`src/rtl/alu_pkg.sv`:
```
`default_nettype none
// ============================================================================
// Module   : alu_pkg
// Purpose  : Shared definitions for the execute-stage ALU. Holds the 4-bit ALU
//            control codes (the same set the ALU-control decoder emits) and
//            the two-state execute FSM encoding.
// Ports    : none (package)
// Revision : 1.0 - initial release
// ============================================================================
package alu_pkg;

  localparam logic [3:0] ALU_ADD = 4'b0000;
  localparam logic [3:0] ALU_SUB = 4'b0001;
  localparam logic [3:0] ALU_AND = 4'b0010;
  localparam logic [3:0] ALU_OR  = 4'b0011;
  localparam logic [3:0] ALU_SLL = 4'b0100;
  localparam logic [3:0] ALU_SRL = 4'b0101;
  localparam logic [3:0] ALU_SLT = 4'b1000;
  localparam logic [3:0] ALU_NOR = 4'b1001;

  typedef enum logic [0:0] {
    ST_IDLE  = 1'b0,
    ST_SHIFT = 1'b1
  } ex_state_e;

  function automatic logic is_shift_op(input logic [3:0] code);
    return (code == ALU_SLL) || (code == ALU_SRL);
  endfunction

endpackage
`default_nettype wire

```
`src/rtl/alu_comb.sv`:
```
`default_nettype none
// ============================================================================
// Module   : alu_comb
// Purpose  : Purely combinational single-cycle ALU datapath plus a one-bit
//            shift step used by the serial shifter in the execute stage.
// Ports    : alu_ctrl  in  4      ALU control code
//            op_a      in  WIDTH  first operand
//            op_b      in  WIDTH  second operand
//            sh_in     in  WIDTH  value to be shifted by one bit
//            sh_left   in  1      1 = shift left, 0 = logical shift right
//            alu_out   out WIDTH  single-cycle result
//            sh_out    out WIDTH  sh_in shifted by one position
// Revision : 1.0 - initial release
// ============================================================================
module alu_comb
  import alu_pkg::*;
#(
  parameter int WIDTH = 32
) (
  input  logic [3:0]       alu_ctrl,
  input  logic [WIDTH-1:0] op_a,
  input  logic [WIDTH-1:0] op_b,
  input  logic [WIDTH-1:0] sh_in,
  input  logic             sh_left,
  output logic [WIDTH-1:0] alu_out,
  output logic [WIDTH-1:0] sh_out
);

  logic w_lt;

  assign w_lt = $signed(op_a) < $signed(op_b);

  always_comb begin
    alu_out = '0;
    case (alu_ctrl)
      ALU_ADD: alu_out = op_a + op_b;
      ALU_SUB: alu_out = op_a - op_b;
      ALU_AND: alu_out = op_a & op_b;
      ALU_OR:  alu_out = op_a | op_b;
      ALU_NOR: alu_out = ~(op_a | op_b);
      ALU_SLT: alu_out = {{(WIDTH-1){1'b0}}, w_lt};
      // A shift reaching this path has a zero shift amount: pass op_b.
      ALU_SLL: alu_out = op_b;
      ALU_SRL: alu_out = op_b;
      default: alu_out = '0;
    endcase
  end

  assign sh_out = sh_left ? {sh_in[WIDTH-2:0], 1'b0} : {1'b0, sh_in[WIDTH-1:1]};

endmodule
`default_nettype wire

```
`src/rtl/ex_alu_stage.sv`:
```
`default_nettype none
// ============================================================================
// Module   : ex_alu_stage
// Purpose  : Execute-stage ALU with internal EX/MEM output register. Logical,
//            arithmetic and slt ops complete in one cycle; shifts with a
//            non-zero amount run one bit per cycle while stall is raised.
// Ports    : clk            in  1        rising-edge clock
//            rst            in  1        synchronous active-high reset
//            valid_in       in  1        ID/EX holds a live instruction
//            alu_ctrl       in  4        ALU control code
//            op_a           in  WIDTH    rs operand
//            op_b           in  WIDTH    rt/immediate, shift source
//            shamt          in  SHAMT_W  shift amount
//            rd_in          in  5        destination register
//            reg_write_in   in  1        write-back enable
//            flush          in  1        squash the presented instruction
//            result         out WIDTH    EX/MEM result
//            zero           out 1        result == 0
//            rd_out         out 5        EX/MEM destination register
//            reg_write_out  out 1        EX/MEM write-back enable
//            valid_out      out 1        EX/MEM holds a live instruction
//            stall          out 1        freeze PC, IF/ID and ID/EX
// Revision : 1.0 - initial release
// ============================================================================
module ex_alu_stage
  import alu_pkg::*;
#(
  parameter int WIDTH   = 32,
  parameter int SHAMT_W = 5
) (
  input  logic               clk,
  input  logic               rst,
  input  logic               valid_in,
  input  logic [3:0]         alu_ctrl,
  input  logic [WIDTH-1:0]   op_a,
  input  logic [WIDTH-1:0]   op_b,
  input  logic [SHAMT_W-1:0] shamt,
  input  logic [4:0]         rd_in,
  input  logic               reg_write_in,
  input  logic               flush,
  output logic [WIDTH-1:0]   result,
  output logic               zero,
  output logic [4:0]         rd_out,
  output logic               reg_write_out,
  output logic               valid_out,
  output logic               stall
);

  ex_state_e          r_state;
  logic [WIDTH-1:0]   r_sh;
  logic [SHAMT_W-1:0] r_cnt;
  logic [4:0]         r_hold_rd;
  logic               r_hold_rw;
  logic               r_hold_left;

  logic               w_accept;
  logic               w_serial;
  logic [WIDTH-1:0]   w_alu;
  logic [WIDTH-1:0]   w_sh_next;

  assign w_accept = (r_state == ST_IDLE) && valid_in && !flush;
  assign w_serial = is_shift_op(alu_ctrl) && (shamt != '0);
  assign stall    = (r_state == ST_SHIFT);

  alu_comb #(
    .WIDTH (WIDTH)
  ) u_alu_comb (
    .alu_ctrl (alu_ctrl),
    .op_a     (op_a),
    .op_b     (op_b),
    .sh_in    (r_sh),
    .sh_left  (r_hold_left),
    .alu_out  (w_alu),
    .sh_out   (w_sh_next)
  );

  always_ff @(posedge clk) begin
    if (rst) begin
      r_state       <= ST_IDLE;
      r_sh          <= '0;
      r_cnt         <= '0;
      r_hold_rd     <= '0;
      r_hold_rw     <= 1'b0;
      r_hold_left   <= 1'b0;
      result        <= '0;
      zero          <= 1'b0;
      rd_out        <= '0;
      reg_write_out <= 1'b0;
      valid_out     <= 1'b0;
    end else begin
      case (r_state)
        ST_IDLE: begin
          if (w_accept && w_serial) begin
            // Park the instruction; the EX/MEM slot becomes a bubble while
            // the serial shifter works.
            r_sh          <= op_b;
            r_cnt         <= shamt;
            r_hold_rd     <= rd_in;
            r_hold_rw     <= reg_write_in;
            r_hold_left   <= (alu_ctrl == ALU_SLL);
            r_state       <= ST_SHIFT;
            valid_out     <= 1'b0;
            reg_write_out <= 1'b0;
          end else if (w_accept) begin
            result        <= w_alu;
            zero          <= (w_alu == '0);
            rd_out        <= rd_in;
            reg_write_out <= reg_write_in;
            valid_out     <= 1'b1;
          end else begin
            // Bubble: data fields hold, only the qualifiers drop.
            valid_out     <= 1'b0;
            reg_write_out <= 1'b0;
          end
        end
        ST_SHIFT: begin
          r_sh  <= w_sh_next;
          r_cnt <= r_cnt - 1'b1;
          if (r_cnt == SHAMT_W'(1)) begin
            // Last step: retire straight from the shifter output.
            result        <= w_sh_next;
            zero          <= (w_sh_next == '0);
            rd_out        <= r_hold_rd;
            reg_write_out <= r_hold_rw;
            valid_out     <= 1'b1;
            r_state       <= ST_IDLE;
          end else begin
            valid_out     <= 1'b0;
            reg_write_out <= 1'b0;
          end
        end
        default: begin
          r_state <= ST_IDLE;
        end
      endcase
    end
  end

endmodule
`default_nettype wire
```
`config.mk`:
```
export PLATFORM = sky130hd
export DESIGN_NAME = ex_alu_stage
export DESIGN_NICKNAME = d
export VERILOG_FILES = /design/src/rtl/alu_pkg.sv /design/src/rtl/alu_comb.sv /design/src/rtl/ex_alu_stage.sv
export SDC_FILE = /design/constraint.sdc
export NUM_CORES = 1
export LEC_CHECK = 0
export ABC_AREA = 1
export BUFFER_PORTS_ARGS = -buffer_cell sky130_fd_sc_hd__buf_4
export CAP_MARGIN = 10
export CORE_MARGIN = 1
export CORE_UTILIZATION = 65
export CTS_CLUSTER_SIZE = 12
export DETAILED_ROUTE_END_ITERATION = 7
export PLACE_DENSITY = 0.95
export SLEW_MARGIN = 0
export SYNTH_ARGS = -nofsm -noshare
export SYNTH_HDL_FRONTEND = slang
export SYNTH_SLANG_ARGS = --single-unit
```
`constraint.sdc`:
```
create_clock -name clk -period 4.7 [get_ports clk]
set_input_delay 0 -clock clk [delete_from_list [all_inputs] [get_ports clk]]
set_output_delay 0 -clock clk [all_outputs]
set_load 0.005 [all_outputs]
```
* Yosys cells after proc, flatten, opt, wreduce, memory -nomap -nowiden
Cells that the tools add are included.
** Storage, ports and cells
- ROM bits :: 0
- Latch bits :: 0
- Output and inout bits :: 41
- Bits in registers :: 85
- RAM bits :: 0
- Memories :: 0
- Bits of input ports :: 83
- Logic and storage cells :: 73
** Operators by class
- Equality and inequality tests :: 12
- Mux-type cells :: 29
- Shift operators :: 0
- Div/mod/pow operators :: 0
- $lt $le $gt $ge :: 1
- Reductions and logical operators :: 13
- Multiply operators :: 0
- Add/subtract/negate cells :: 3
- Bitwise logic cells :: 4
** Operators with widths (count)
- 32-bit case mux with 7 select lines :: 1
- 32-bit two-way mux :: 5
- 32-bit case mux with 2 select lines :: 2
- 32-bit zero test :: 2
- 32-bit adder :: 1
- 32-bit AND :: 1
- 32-bit < comparator :: 1
- 32-bit inverter :: 1
- 32-bit OR :: 1
- 32-bit subtractor :: 1
- 5-bit two-way mux :: 4
- 5-bit case mux with 2 select lines :: 2
- 1-bit two-way mux :: 11
- 4-bit by 2-bit equality test with 1-bit output (second input constant) :: 2
- 4-bit by 3-bit equality test with 1-bit output (second input constant) :: 2
- 4-bit equality test (second input constant) :: 2
- 1-bit case mux with 2 select lines :: 4
- 5-bit by 1-bit equality test with 1-bit output (second input constant) :: 1
- 5-bit nonzero test :: 1
- 5-bit by 1-bit subtractor with 5-bit output (second input constant) :: 1
- 4-bit by 1-bit equality test with 1-bit output (second input constant) :: 1
- 1-bit logical AND :: 4
- 4-bit zero test :: 1
- 2-bit by 1-bit inequality test with 1-bit output (second input constant) :: 2
- 7 further kinds :: 8

* Longest topological paths before layout
- Depth in word-level cells :: 7
- Depth in mapped cells :: 22
- Mapped depth without buffers :: 21

* Hierarchy
From an unflattened synthesis, not the netlist that was laid out.
** Unflattened totals
- Cell total of the unflattened synthesis :: 2043
- Area, all modules :: 11154.4 µm²
** By module, submodules not included
- alu_comb :: instances 1, cells an instance 1402, area each 7078.0 µm², seq. area each 0.0 µm²
- ex_alu_stage :: instances 1, cells an instance 641, area each 4076.4 µm², seq. area each 1701.6 µm²

* Least setup slack after synthesis
OpenSTA, ideal clock, no wires.
- Path kind :: in2reg
- Start point :: input port op_a[0]
- End point :: register zero
- Path buffers :: 0
- Required time :: 4.630 ns
- Slack :: 2.787 ns
- Stages on the path :: 18
- Setup time :: 0.070 ns
- Data arrival time :: 1.844 ns
- Cell sequence :: ha_1 > fa_1 > nand2_1 > nand2_1 > and2_2 > nand2_1 > nand2_1 > nand2_1 > nand2_1 > nand2_1 > nand3_1 > nand3_1 > nand2_1 > nor2_1 > nand3_1 > nor2_1 > nand2_1 > a21oi_1
** Between the ends
- Longest elaborated chain between the ends :: 7
- Elaborated cells on any way between the ends :: 11
- Classes of those cells :: add/sub (2); order compare (1); mux (4); bitwise (3); reduce/logical (1)
** Ends and longest elaborated chain
- start, declared :: RTL line ex_alu_stage.sv:35 : input logic [WIDTH-1:0] op_a,
- branches (longest 2 deep; another with 32-bit subtractor)
- 32-bit case mux with 7 select lines (*) :: RTL line alu_comb.sv:35 : case (alu_ctrl)
- 32-bit zero test (*) :: RTL line ex_alu_stage.sv:106 : zero <= (w_alu == '0);
- 1-bit two-way mux (*) :: RTL line ex_alu_stage.sv:104 : end else if (w_accept) begin
- 1-bit two-way mux (*) :: RTL line ex_alu_stage.sv:93 : if (w_accept && w_serial) begin
- 1-bit case mux with 2 select lines (*) :: RTL line ex_alu_stage.sv:91 : case (r_state)
- end signal, assigned :: RTL line ex_alu_stage.sv:106
- end signal, assigned :: RTL line ex_alu_stage.sv:122 : zero <= (w_sh_next == '0);
- end, declared :: RTL line ex_alu_stage.sv:42 : output logic zero,
Every way passes the cells marked *. The select of a mux whose other input is x is not followed.
A chain may end at the register's enable or synchronous reset.

* Worst setup path after layout
- Start point :: register r_state (netlist: stall)
- End point :: register result[17]
** Between the ends
- Longest elaborated chain between the ends :: 6
- Elaborated cells on any way between the ends :: 9
- Classes of those cells :: eq/ne (3); mux (1); bitwise (1); reduce/logical (4)
** Ends and longest elaborated chain
- start, declared :: RTL line ex_alu_stage.sv:49 : ex_state_e r_state;
- start signal, assigned :: RTL line ex_alu_stage.sv:79 : r_state <= ST_IDLE;
- start signal, assigned :: RTL line ex_alu_stage.sv:101 : r_state <= ST_SHIFT;
- start signal, assigned :: RTL line ex_alu_stage.sv:126 : r_state <= ST_IDLE;
- 1-bit inverter (no source line)
- 1-bit logical AND (2 in series) :: RTL line ex_alu_stage.sv:61 : assign w_accept = (r_state == ST_IDLE) && valid_in && !flush;
- 1-bit logical AND :: RTL line ex_alu_stage.sv:93
- 2-bit inequality test (no source line)
- 3-bit AND reduction (no source line)
- end signal, assigned :: RTL line ex_alu_stage.sv:105 : result <= w_alu;
- end signal, assigned :: RTL line ex_alu_stage.sv:121 : result <= w_sh_next;
- end, declared :: RTL line ex_alu_stage.sv:41 : output logic [WIDTH-1:0] result,
Several ways; a longest one is shown, not always the timed one.

==> out/results.md <==
| Result | Value |
|---|---|
| Worst path bufs/invs | 4 |
| End point of the most critical hold path | r_sh[3]$_SDFFE_PP0P_ |
| Start point of the worst min-delay path | op_b[3] |
| Global Route Usage Sum | 49.19% |
| Core occupancy in the finished layout | 76.51% |
| Startpoint of the most critical register-to-register path | stall$_SDFF_PP0_ |
| Worst IR drop on VDD | 0.2077 mV |
| Tcrit/Tclk final | 80.41% |
| Number of storage elements in the synthesis netlist | 85 |
| Boundary pin count | 124 |
| Relative slew margins | 23.55% |
| Synthesis-to-finish area growth | 14.45% |
| Setup-violating endpoint count in the final report | 0 |
| Number of maximum-capacitance constraint violations | 0 |
| Clock-pin slew reported for the worst setup and hold paths after clock tree synthesis | 0.06 ns |
| Number of stages on the worst hold path | 3 |
| Initial antenna violation count | 2 |
| Final critical delay including setup and external delays | 3.780 ns |
| Hold Slack | 0.001834 ns |
| Maximum clock skew at final layout | 0.01329 ns |
| Die span in x | 130.1 microns |
| Global-route congestion overflow total | 0 |
| Total of cells resized after clock tree synthesis | 0 |
| Total of fill cells in the finished design | 1243 |
| Gate family responsible for the most delay along the worst path | buffers and inverters |
| Effective utilization at floorplan | 66.85% |
| Least setup slack across all paths after layout | 0.9205 ns |
| Slowest stage delay, CP | 0.90 ns |
| Std-Cell Rows | 46 |
| Most Frequent Cell on Critical Path | buf_4 |
| H-Tree Depth | 3 |
| Type of the worst setup path | reg2reg |
| Std-Cell Core Area | 0.01594 sq mm |
| Post-DP HPWL | 30.53 mm |
| Ordered list of cells on the worst path | inv_1 -> buf_4 -> nor2_1 -> o21ai_2 -> clkinv_1 -> buf_4 -> o21ai_0 -> a31oi_1 |
| Total clock sinks | 85 |
| Vias per Instance | 6.079 |
| Share of flip-flops with an asynchronous set or reset after synthesis | 0% |
| Iteration count of the initial detailed-routing pass | 6 |
| Pwr per Cell Area | 199.8 mW/mm^2 |
| Leak | 6.519 nW |
| Cell with the largest stage delay on the worst path | o21ai_2 |
| Die outline height | 130.1 microns |
| Sequential cell area fraction in the yosys report | 15.97% |
| Cell area after synthesis | 0.01066 sq mm |
| Via count | 13.52k |
| Post-Syn Nets | 2100 |
| Library cell used as clock root buffer | clkbuf_16 |
| Setup total negative slack | 0 ns |
| Power Total | 0.002437 W |
| Proportion of layout cells with a drive suffix above 1 | 8.769% |
| Worst endpoint data arrival time | 3.99 ns |
| R2r endpoint | result[17]$_SDFFE_PP0P_ |
| Num CTS Buffers | 9 |
| Floorplan die area | 0.01691 sq mm |
| Post-Synthesis Mean Instance Area | 5.609 sq um |
| Maximum operating frequency | 264.6 MHz |
| Critical Path Sink Type | register |
| Slew Limit Fails | 0 |
| Area share of the largest cell type after synthesis | 20.39% |
| Number of design rule violations left after detail routing | 0 |
| Worst endpoint required time | 4.91 ns |
| Top cells by count, synth | nand2_1 (579), inv_1 (300), nor2_1 (201) |
| Count of mapped cells out of synthesis | 1900 |
| Wire length per cell after detailed routing | 18.70 microns |
| Largest net degree at the start of global routing | 59 |
| Source-to-sink clock delay at the later pin of the worst-skew pair | 0.35 ns |
| Result of the run | completed |
| Weighted congestion reported at the end of routability-driven placement | 1.032 |
| Yosys warns | 0 |
| Main area contributors after synthesis | nand2_1 (20%), dfxtp_1 (16%), ha_1 (14%) |
| Clock tree from TritonCTS | done |
| Tightest Hold Check Type | in2reg |
| Category of the worst setup path launch point | register |
| Iter 0 DRT Violations | 2050 |
| Number of nets with antenna violations after detailed routing | 0 |
| First-pass GRT wire length | 63.65 mm |
| EDFF count, synth | 0 |
| Pin slew with the least headroom to its limit | 1.147 ns |
| Count of cells along the worst register-to-register path | 8 |
| Setup repair after global routing missed its margin | no |
| Maximum number of buffers from clock root to sink | 2 |
| Pre-CTS setup slack | 1.263 ns |
| Number of buffers added for setup after CTS | 0 |
| Synth Flop Type | dfxtp_1 |
| R2r setup slk | 0.92 ns |
| Most used standard cell by instance count after synthesis | nand2_1 |
| Highest fanout seen on the critical path | 58 |
| IO Port Bufs | 123 |
| Routed wire length | 41.59 mm |
| Vias in the first global route | 12.34k |
| Leading area contributor after synthesis | nand2_1 |
| Number of failing hold endpoints at the final stage | 0 |
| Library cells used by synthesis | 46 |
| Number of nets in the final layout | 2203 |
## logic make-up (layout without fill, tap and decap cells)
group                    after synthesis  count (layout)  share of synthesized area (%)
AND/OR/NAND/NOR                      975             975                          37.37
buffers and inverters                386             493                          13.97
AO/OA/AOI/OAI                        314             314                          16.67
adder cells (fa/ha/maj)              117             117                          13.88
flip-flops                            85              85                          15.97
multiplexers                          22              22                          2.066
XOR/XNOR                               1               1                        0.08219
other                                  0               1                              0
## what timing repair did
item | CTS | global route
endpoints found under the setup margin | 0 | 0
endpoints found under the hold margin | 35 | 1
hold buffers | 31 | 1
## sequential cells by signal, indices dropped and copies added (netlist names)
name	cells
r_sh	32
r_cnt	5
reg_write_out	1
result	32
zero	1
r_hold_rd	5
r_hold_rw	1
rd_out	5
r_hold_left	1
stall	1
valid_out	1
## stage by stage
| stage | instances | cell area (sq um) |
|---|---|---|
| floorplan | 1900 | 10660 |
| global placement | 2176 | 11620 |
| detailed placement | 2176 | 11620 |
| CTS | 2222 | 12190 |
| global route | 2224 | 12200 |
| finish | 2224 | 12200 |
## layer usage
layer	track usage, %	vias up	routed length [microns]
li1	-	6255	-
met5	2.941	-	13
met1	57.38	5960	15460
met2	76.44	1042	17980
met4	35.16	2	3414
met3	14.92	260	4718
## report_power, final
part	internal [W]	switching, W
sequential	0.000749	0.0000214
combinational	0.000340	0.000676
clock	0.000355	0.000295
total	0.00144	0.000993
## layout make-up
cell class                 instances  area, sq um  area share [%]
multi-input combinational       1429         7471           61.25
sequential                        85         1702           13.95
timing repair buffer             165         1319           10.81
inverter                         313         1175           9.632
tap                              216        270.3           2.216
clock buffer                      11        232.7           1.908
clock inverter                     4        26.28          0.2154
antenna                            1        2.502         0.02052
## layout by cell type (no fill, tap or decap), types with 5 or more instances in the layout
cell type / Yosys / final
and3_1: 5 / 5
inv_1: 300 / 300
nor2_1: 201 / 201
a221oi_1: 16 / 16
inv_2: 10 / 10
nor3_1: 16 / 16
o21bai_1: 5 / 5
a211oi_1: 7 / 7
nand2_1: 579 / 579
ha_1: 115 / 115
a21oi_1: 139 / 139
dfxtp_1: 85 / 85
buf_4: 0 / 133
mux2i_1: 22 / 22
o21ai_0: 79 / 79
a31oi_1: 26 / 26
nor2_2: 7 / 7
or2_2: 6 / 6
clkbuf_16: 0 / 9
dlygate4sd3_1: 0 / 32
nand3_1: 130 / 130
nand4_1: 16 / 16
o22ai_1: 25 / 25
## worst min-delay path, cell delays in order
cell and delay [ns]:
buf_4 0.11, a21oi_1 0.07, a21oi_1 0.12
## worst max-delay path by stage
stage / from / depth (start not counted) / slack, ns / endpoint
4_1_cts: stall$_SDFF_PP0_ / 8 / 1.18 / result[14]$_SDFFE_PP0P_
2_1_floorplan: op_a[0] / 18 / 2.79 / zero$_SDFFE_PP0P_
3_3_place_gp: stall$_SDFF_PP0_ / 8 / 1.49 / result[4]$_SDFFE_PP0P_
5_1_grt: stall$_SDFF_PP0_ / 9 / 0.71 / result[14]$_SDFFE_PP0P_
3_5_place_dp: stall$_SDFF_PP0_ / 8 / 1.26 / result[26]$_SDFFE_PP0P_
6_report: stall$_SDFF_PP0_ / 8 / 0.92 / result[17]$_SDFFE_PP0P_
No activity file was read; power rests on OpenSTA's default activity.
